<file path="src/rtl/vc_arbiter_pkg.sv">
// Shared types and defaults for the VC arbiter: FSM encodings, widths, push pipeline record.
// No logic here; latency and backpressure live in vc_arbiter and vc_arb_grant.
package vc_arbiter_pkg;

   localparam int DATA_WIDTH_DEF = 6;
   localparam int DEST_BIT_DEF   = 4;
   localparam int UMBRAL_W       = 4;

   typedef enum logic [1:0] {
      ST_RESET  = 2'd0,
      ST_INIT   = 2'd1,
      ST_IDLE   = 2'd2,
      ST_ACTIVE = 2'd3
   } state_t;

   // One-deep push pipeline: which VC was popped and where its word goes.
   typedef struct packed {
      logic vld;
      logic dest;
      logic vc;
   } push_pend_t;

endpackage

</file>
<file path="src/rtl/vc_arb_grant.sv">
// Picks at most one source VC to pop per cycle; combinational grant, no added latency.
// Blocks a VC whose destination is almost full or whose head peek is stale; VC_ARB_RR_EN selects round-robin.
module vc_arb_grant
   import vc_arbiter_pkg::*;
(
   input  logic clk,
   input  logic reset,
   input  logic en,
   input  logic vc0_empty,
   input  logic vc1_empty,
   input  logic vc0_dest,
   input  logic vc1_dest,
   input  logic d0_almost_full,
   input  logic d1_almost_full,
   output logic vc0_pop,
   output logic vc1_pop
);

   logic req0, req1;
   logic sel0, sel1;
   logic prev0_q, prev1_q;

   assign req0 = en && !vc0_empty && !(vc0_dest ? d1_almost_full : d0_almost_full);
   assign req1 = en && !vc1_empty && !(vc1_dest ? d1_almost_full : d0_almost_full);

`ifdef VC_ARB_RR_EN
   logic last_q;  // 1 = VC1 was granted last

   always_ff @(posedge clk or posedge reset) begin
      if (reset) begin
         last_q <= 1'b1;
      end else if (vc0_pop || vc1_pop) begin
         last_q <= vc1_pop;
      end
   end

   assign sel1 = req1 && (!req0 || !last_q);
`else
   assign sel1 = req1 && !req0;
`endif
   assign sel0 = req0 && !sel1;

   // The selected VC waits out its stale head peek rather than yielding the slot.
   assign vc0_pop = sel0 && !prev0_q;
   assign vc1_pop = sel1 && !prev1_q;

   always_ff @(posedge clk or posedge reset) begin
      if (reset) begin
         prev0_q <= 1'b0;
         prev1_q <= 1'b0;
      end else begin
         prev0_q <= vc0_pop;
         prev1_q <= vc1_pop;
      end
   end

endmodule

</file>
<file path="src/rtl/vc_arbiter.sv">
// Two-VC to two-destination arbiter with threshold config; pop-to-push latency 1 cycle.
// Destination almost_full blocks new pops only; VC_ARB_RR_EN enables round-robin tie-break.
module vc_arbiter
   import vc_arbiter_pkg::*;
#(
   parameter int DATA_WIDTH = DATA_WIDTH_DEF,
   parameter int DEST_BIT   = DEST_BIT_DEF
) (
   input  logic                  clk,
   input  logic                  reset,
   input  logic                  init,
   input  logic [UMBRAL_W-1:0]   umbral_vc0_in,
   input  logic [UMBRAL_W-1:0]   umbral_vc1_in,
   input  logic [UMBRAL_W-1:0]   umbral_d0_in,
   input  logic [UMBRAL_W-1:0]   umbral_d1_in,
   input  logic                  vc0_empty,
   input  logic                  vc1_empty,
   input  logic [DATA_WIDTH-1:0] vc0_head,
   input  logic [DATA_WIDTH-1:0] vc1_head,
   input  logic [DATA_WIDTH-1:0] vc0_data,
   input  logic [DATA_WIDTH-1:0] vc1_data,
   input  logic                  d0_almost_full,
   input  logic                  d1_almost_full,
   output logic                  vc0_pop,
   output logic                  vc1_pop,
   output logic                  d0_push,
   output logic                  d1_push,
   output logic [DATA_WIDTH-1:0] d0_data,
   output logic [DATA_WIDTH-1:0] d1_data,
   output logic [UMBRAL_W-1:0]   umbral_vc0,
   output logic [UMBRAL_W-1:0]   umbral_vc1,
   output logic [UMBRAL_W-1:0]   umbral_d0,
   output logic [UMBRAL_W-1:0]   umbral_d1,
   output logic [1:0]            state,
   output logic                  idle_out
);

   state_t                state_q, state_d;
   push_pend_t            pend_q;
   logic                  arb_en;
   logic [DATA_WIDTH-1:0] pend_data;
   logic                  unused_head;

   assign unused_head = &{1'b0, vc0_head, vc1_head};

   always_ff @(posedge clk or posedge reset) begin
      if (reset) begin
         state_q <= ST_RESET;
      end else begin
         state_q <= state_d;
      end
   end

   always_comb begin
      state_d = state_q;
      case (state_q)
         ST_RESET:  state_d = ST_INIT;
         ST_INIT:   if (!init) state_d = ST_IDLE;
         ST_IDLE: begin
            if (init)                           state_d = ST_INIT;
            else if (!vc0_empty || !vc1_empty)  state_d = ST_ACTIVE;
         end
         ST_ACTIVE: begin
            if (init)                                          state_d = ST_INIT;
            else if (vc0_empty && vc1_empty && !pend_q.vld)    state_d = ST_IDLE;
         end
         default:   state_d = ST_RESET;
      endcase
   end

   always_ff @(posedge clk or posedge reset) begin
      if (reset) begin
         umbral_vc0 <= '0;
         umbral_vc1 <= '0;
         umbral_d0  <= '0;
         umbral_d1  <= '0;
      end else if (state_q == ST_INIT) begin
         umbral_vc0 <= umbral_vc0_in;
         umbral_vc1 <= umbral_vc1_in;
         umbral_d0  <= umbral_d0_in;
         umbral_d1  <= umbral_d1_in;
      end
   end

   assign arb_en = (state_q == ST_ACTIVE) && !init;

   vc_arb_grant u_grant (
      .clk            (clk),
      .reset          (reset),
      .en             (arb_en),
      .vc0_empty      (vc0_empty),
      .vc1_empty      (vc1_empty),
      .vc0_dest       (vc0_head[DEST_BIT]),
      .vc1_dest       (vc1_head[DEST_BIT]),
      .d0_almost_full (d0_almost_full),
      .d1_almost_full (d1_almost_full),
      .vc0_pop        (vc0_pop),
      .vc1_pop        (vc1_pop)
   );

   // Destination is decoded from the head at pop time; data arrives from the FIFO next cycle.
   always_ff @(posedge clk or posedge reset) begin
      if (reset) begin
         pend_q <= '0;
      end else begin
         pend_q.vld  <= vc0_pop || vc1_pop;
         pend_q.dest <= vc1_pop ? vc1_head[DEST_BIT] : vc0_head[DEST_BIT];
         pend_q.vc   <= vc1_pop;
      end
   end

   assign pend_data = pend_q.vc ? vc1_data : vc0_data;
   assign d0_push   = pend_q.vld && !pend_q.dest;
   assign d1_push   = pend_q.vld &&  pend_q.dest;
   assign d0_data   = d0_push ? pend_data : '0;
   assign d1_data   = d1_push ? pend_data : '0;

   assign state    = state_q;
   assign idle_out = (state_q == ST_IDLE);

endmodule

</file>
<file path="config.mk">
export PLATFORM = sky130hd
export DESIGN_NAME = vc_arbiter
export DESIGN_NICKNAME = d
export VERILOG_FILES = /design/src/rtl/vc_arbiter_pkg.sv /design/src/rtl/vc_arb_grant.sv /design/src/rtl/vc_arbiter.sv
export SDC_FILE = /design/constraint.sdc
export NUM_CORES = 1
export LEC_CHECK = 0
export CORE_MARGIN = 1
export CORE_UTILIZATION = 30
export DETAILED_ROUTE_END_ITERATION = 16
export PLACE_DENSITY = 0.74
export SLEW_MARGIN = 0
export SYNTH_ARGS = -nofsm -noshare
export SYNTH_HDL_FRONTEND = slang
export SYNTH_SLANG_ARGS = --single-unit
</file>
<file path="constraint.sdc">
create_clock -name clk -period 1.7 [get_ports clk]
set_clock_uncertainty 0.1 [all_clocks]
set_input_delay 0.34 -clock clk [delete_from_list [all_inputs] [get_ports clk]]
set_output_delay 0.34 -clock clk [all_outputs]
set_load 0.005 [all_outputs]
</file>
Yosys cells after proc, flatten, opt, wreduce, memory -nomap -nowiden --
Cells that the tools add are included.
Cells by class: equal/unequal tests 6, mux-type cells 12, reductions and logical operators 28
Operator list (count):
- 2-to-1 mux 6 bit | 3
- logical AND 1 bit | 13
- zero test 1 bit | 11
- 2-to-1 mux 2 bit | 5
- case mux 2 bit (4 select lines) | 1
- equality test 2 bit (second input constant) | 2
- 2-to-1 mux 1 bit | 3
- != test 3 x 2 -> 1 bit (second input constant) | 1
- != test 3 bit (second input constant) | 1
- AND reduction 3 bit | 1
- equality test 2 x 1 -> 1 bit (second input constant) | 1
- zero test 2 bit | 1
- logical OR 1 bit | 2
- != test 2 bit (second input constant) | 1
Storage, ports and cells: bits in registers 22, output and inout bits 35, logic and storage cells 55

Depth between registers and ports, before layout --
depth in word-level cells 10, depth in mapped cells 4, mapped depth without buffers 3

Cells and area by module --
A second synthesis with hierarchy kept.
Second synthesis, totals: cell total of the unflattened synthesis 82, area, all modules 1059.8 µm²
Modules (own cells, without submodules):
- vc_arbiter | times used 1, cells an instance 74, area an instance 950.9 µm²
- vc_arb_grant | times used 1, cells an instance 8, area an instance 108.9 µm²

Worst setup path after synthesis --
OpenSTA, ideal clock, no wires.
kind input port to output port, from input d0_almost_full, to output vc0_pop, data arrival time 1001 ps, slack 259 ps, stages on the path 3, buffers on the path 0, cell sequence nor2b_1 nor3_1 nor3b_1
Between the ends: longest elaborated chain between the ends 8
Ends and longest elaborated chain:
- start: declaration | RTL line vc_arbiter.sv:22 | input logic d0_almost_full,
- 2-to-1 mux 1 bit | RTL line vc_arb_grant.sv:23 | assign req0 = en && !vc0_empty && !(vc0_dest ? d1_almost_full : d0_almost_full);
- zero test 1 bit | RTL line vc_arb_grant.sv:23
- logical AND 1 bit | RTL line vc_arb_grant.sv:23
- zero test 1 bit | RTL line vc_arb_grant.sv:39 | assign sel1 = req1 && !req0;
- logical AND 1 bit | RTL line vc_arb_grant.sv:39
- zero test 1 bit | RTL line vc_arb_grant.sv:41 | assign sel0 = req0 && !sel1;
- logical AND 1 bit (*) | RTL line vc_arb_grant.sv:41
- logical AND 1 bit (*) | RTL line vc_arb_grant.sv:44 | assign vc0_pop = sel0 && !prev0_q;
- end: declaration | RTL line vc_arbiter.sv:24 | output logic vc0_pop,
Mark *: on every way between the ends. The rest lies on a longest branch, timed or not.

==> summary.txt <==
status: finished, violations left
failing checks: setup timing
top post-synthesis cells by area: dfrtp_1, mux2_2, mux2i_1
Unique masters post-synth: 24
share of cells above drive strength 1: 45.3%
Routed WL per cell: 14.8 µm
most common cell in the synthesized netlist: dfrtp_1
final worst slack: -0.189 ns
core area: 3150 µm²
syn_area_per_cell: 11.6 µm²
prevailing post-synth register cell: dfrtp_1
crit-path max FO: 5
total gr overflow: 0
post-synth top area cell: dfrtp_1
peak supply drop: 0.771 mV
CP Launch Type: flip-flop
Clock Latency Late Sink: 0.31 ns
EDFF count, synth: 0
DIE AREA: 3670 µm²
DPL Wire Length: 2360 µm
Clock Path Buffers: 2
largest net degree at the start of global routing: 23
Die W: 60.6 µm
Critical Path Most Common Cell: buf_6
Total Neg Setup Slack: -1.59 ns
# IOs: 82
Clock transition at path regs: 0.13 ns
pwr dens: 721 nW/µm²
initial antenna violation count: 0
Power Total: 1.54 mW
Worst EP required: 1.26 ns
Initial Utilization: 32.7%
DRC viols: 0
Layout Cells excl Fill: 236
CP Capture Type: output pin
measured slew at the worst slew-check pin: 0.287 ns
P&R area growth vs syn: 107%
post-route ant nets: 0
CP max-delay cell: dfrtp_1
crit-path max cell delay: 0.42 ns
number of synthesized register bits: 22
post-synthesis cell count: 89
ys async rst share: 100%
Leakage: 0.998 nW
top-area cell type share of the netlist area: 53.5%
Seq/Total Area, Yosys: 53.5%
antenna cells: 0
CTS Root Cell: clkbuf_4
Routed Wire Length: 3490 µm
CTS H-tree depth: 1
Fin. Hold Viols: 0
first-pass GRT wire length: 5040 µm
Max-Cap Viols: 0
Tcrit/Tclk final: 111%
number of nets in the layout: 240
Cell Chain, Critical Path: buf_6 > mux2i_4 > buf_6 > nor2_1 > buf_2
post-synthesis cell area: 1030 µm²
Placer Congestion: 0.906
clk sinks: 22
max frequency: 0.529 GHz
port bufs: 71
Slew HR: 80.6%
Via density: 4.61
Arrival @ worst endpoint: 1.45 ns
filler cell count: 260
Max Slew Vio Count: 0
Rows: 20
Syn. warnings: 0
Placed Cells: 215
Total GRT Usage: 19.2%
CTS buffer count: 3
first-pass iteration count of the detailed router: 4
WS Path Type: flip-flop to output pin
Final setup viols: 14
die height: 60.6 µm
CTS tree: yes
DRT iter0 DRCs: 9
vias in the first global route: 1137
Syn Nets: 136
Place WS: -0.713 ns
via count: 1088
Period minus WS final: 1.89 ns
Min-Delay Path Class: primary input to async pin
RSZ-0062 raised after global routing: true
list of most frequent post-synthesis cells: dfrtp_1, nor2_1, mux2_2, mux2i_1, inv_1
report_power, final:
part           leakage, nW  internal, mW  switching (mW)  total (mW)
combinational        0.708         0.336           0.160       0.496
sequential           0.262         0.597          0.0394       0.637
clock               0.0279         0.238           0.167       0.406
per-stage QoR:
step / utilization, % / area [µm²] / hold WS, ns
finish: 67.7 / 2130 / 0.248
detailed placement: 59.5 / 1880 / 0.336
global route: 67.7 / 2130 / 0.268
floorplan: - / 1030 / 0.229
CTS: 65.4 / 2060 / 0.265
global placement: 59.5 / 1880 / 0.330
cell families after synthesis:
kind of cell | count (synthesis) | share of synthesized area (%)
flops | 22 | 53.5
compound gates | 6 | 4.01
buf+inv | 8 | 3.77
simple gates | 30 | 14.5
mux | 23 | 24.3
worst paths after layout:
| check | startpoint | to | slack, ns | cells past startpoint |
|---|---|---|---|---|
| max reg2reg | state[1]$_DFFE_PP0P_ | umbral_vc0[3]$_DFFE_PP0N_ | 0.18 | 6 |
| max in group asynchronous | reset | state[1]$_DFFE_PP0P_ | 1.03 | 3 |
| min | reset | pend_q[2]$_DFF_PP0_ | 0.25 | 3 |
| min in group clk | init | state[1]$_DFFE_PP0P_ | 0.33 | 3 |
| max | u_grant.prev1_q$_DFF_PP0_ | d0_data[3] | -0.19 | 5 |
| min reg2reg | u_grant.prev0_q$_DFF_PP0_ | u_grant.prev0_q$_DFF_PP0_ | 0.36 | 1 |
what timing repair did:
item                                    CTS  global route
pin swaps                                15             5
endpoints found under the setup margin   19            18
resized for setup                        92            20
setup buffers                            14             3
hold buffers                              0             0
final cells by class:
type	count	area [µm²]	area share, %
clock buffer	3	22.5	1.06
clock inverter	1	30.0	1.41
inverter	6	25.0	1.17
multi-input combinational	59	563	26.4
sequential	22	551	25.8
tap	44	55.1	2.58
timing repair buffer	101	887	41.6
registers in the layout, summed over array words and instances (netlist names):
signal and flops:
umbral_vc1 4, umbral_d1 4, umbral_d0 4, pend_q 2, u_grant.prev0_q 1, umbral_vc0 4
state 2, u_grant.prev1_q 1
layout by cell type (no fill, tap or decap), drive strengths merged:
cell / count
clkdlybuf4s50: 45
buf: 44
dfrtp: 22
nor2: 17
mux2: 16
mux2i: 7
dlygate4sd2: 6
inv: 6
clkbuf: 5
nand2: 3
a21oi: 2
clkdlybuf4s15: 2
dlymetal6s2s: 2
o21ai: 1
nand2b: 1
nand3b: 1
nor2b: 1
and2: 1
nor3: 1
nor3b: 1
and3b: 1
nand3: 1
or4: 1
o311ai: 1
or2: 1
a41o: 1
o31ai: 1
bufinv: 1
critical path: cells and delay by family, from the launching register on:
kind	cells	cell delay (ns)
flip-flops	1	0.42
multiplexers	1	0.26
buffers and inverters	3	0.42
AND/OR/NAND/NOR	1	0.03
routing by layer:
metal	global-route usage [%]	part of all wire, %	vias up
met5	0	0	-
met4	6.49	0.97	0
met1	18.3	35	520
met3	4.48	8.2	4
li1	-	-	509
met2	39.2	56	55
Power figures use the tool's default switching activity.
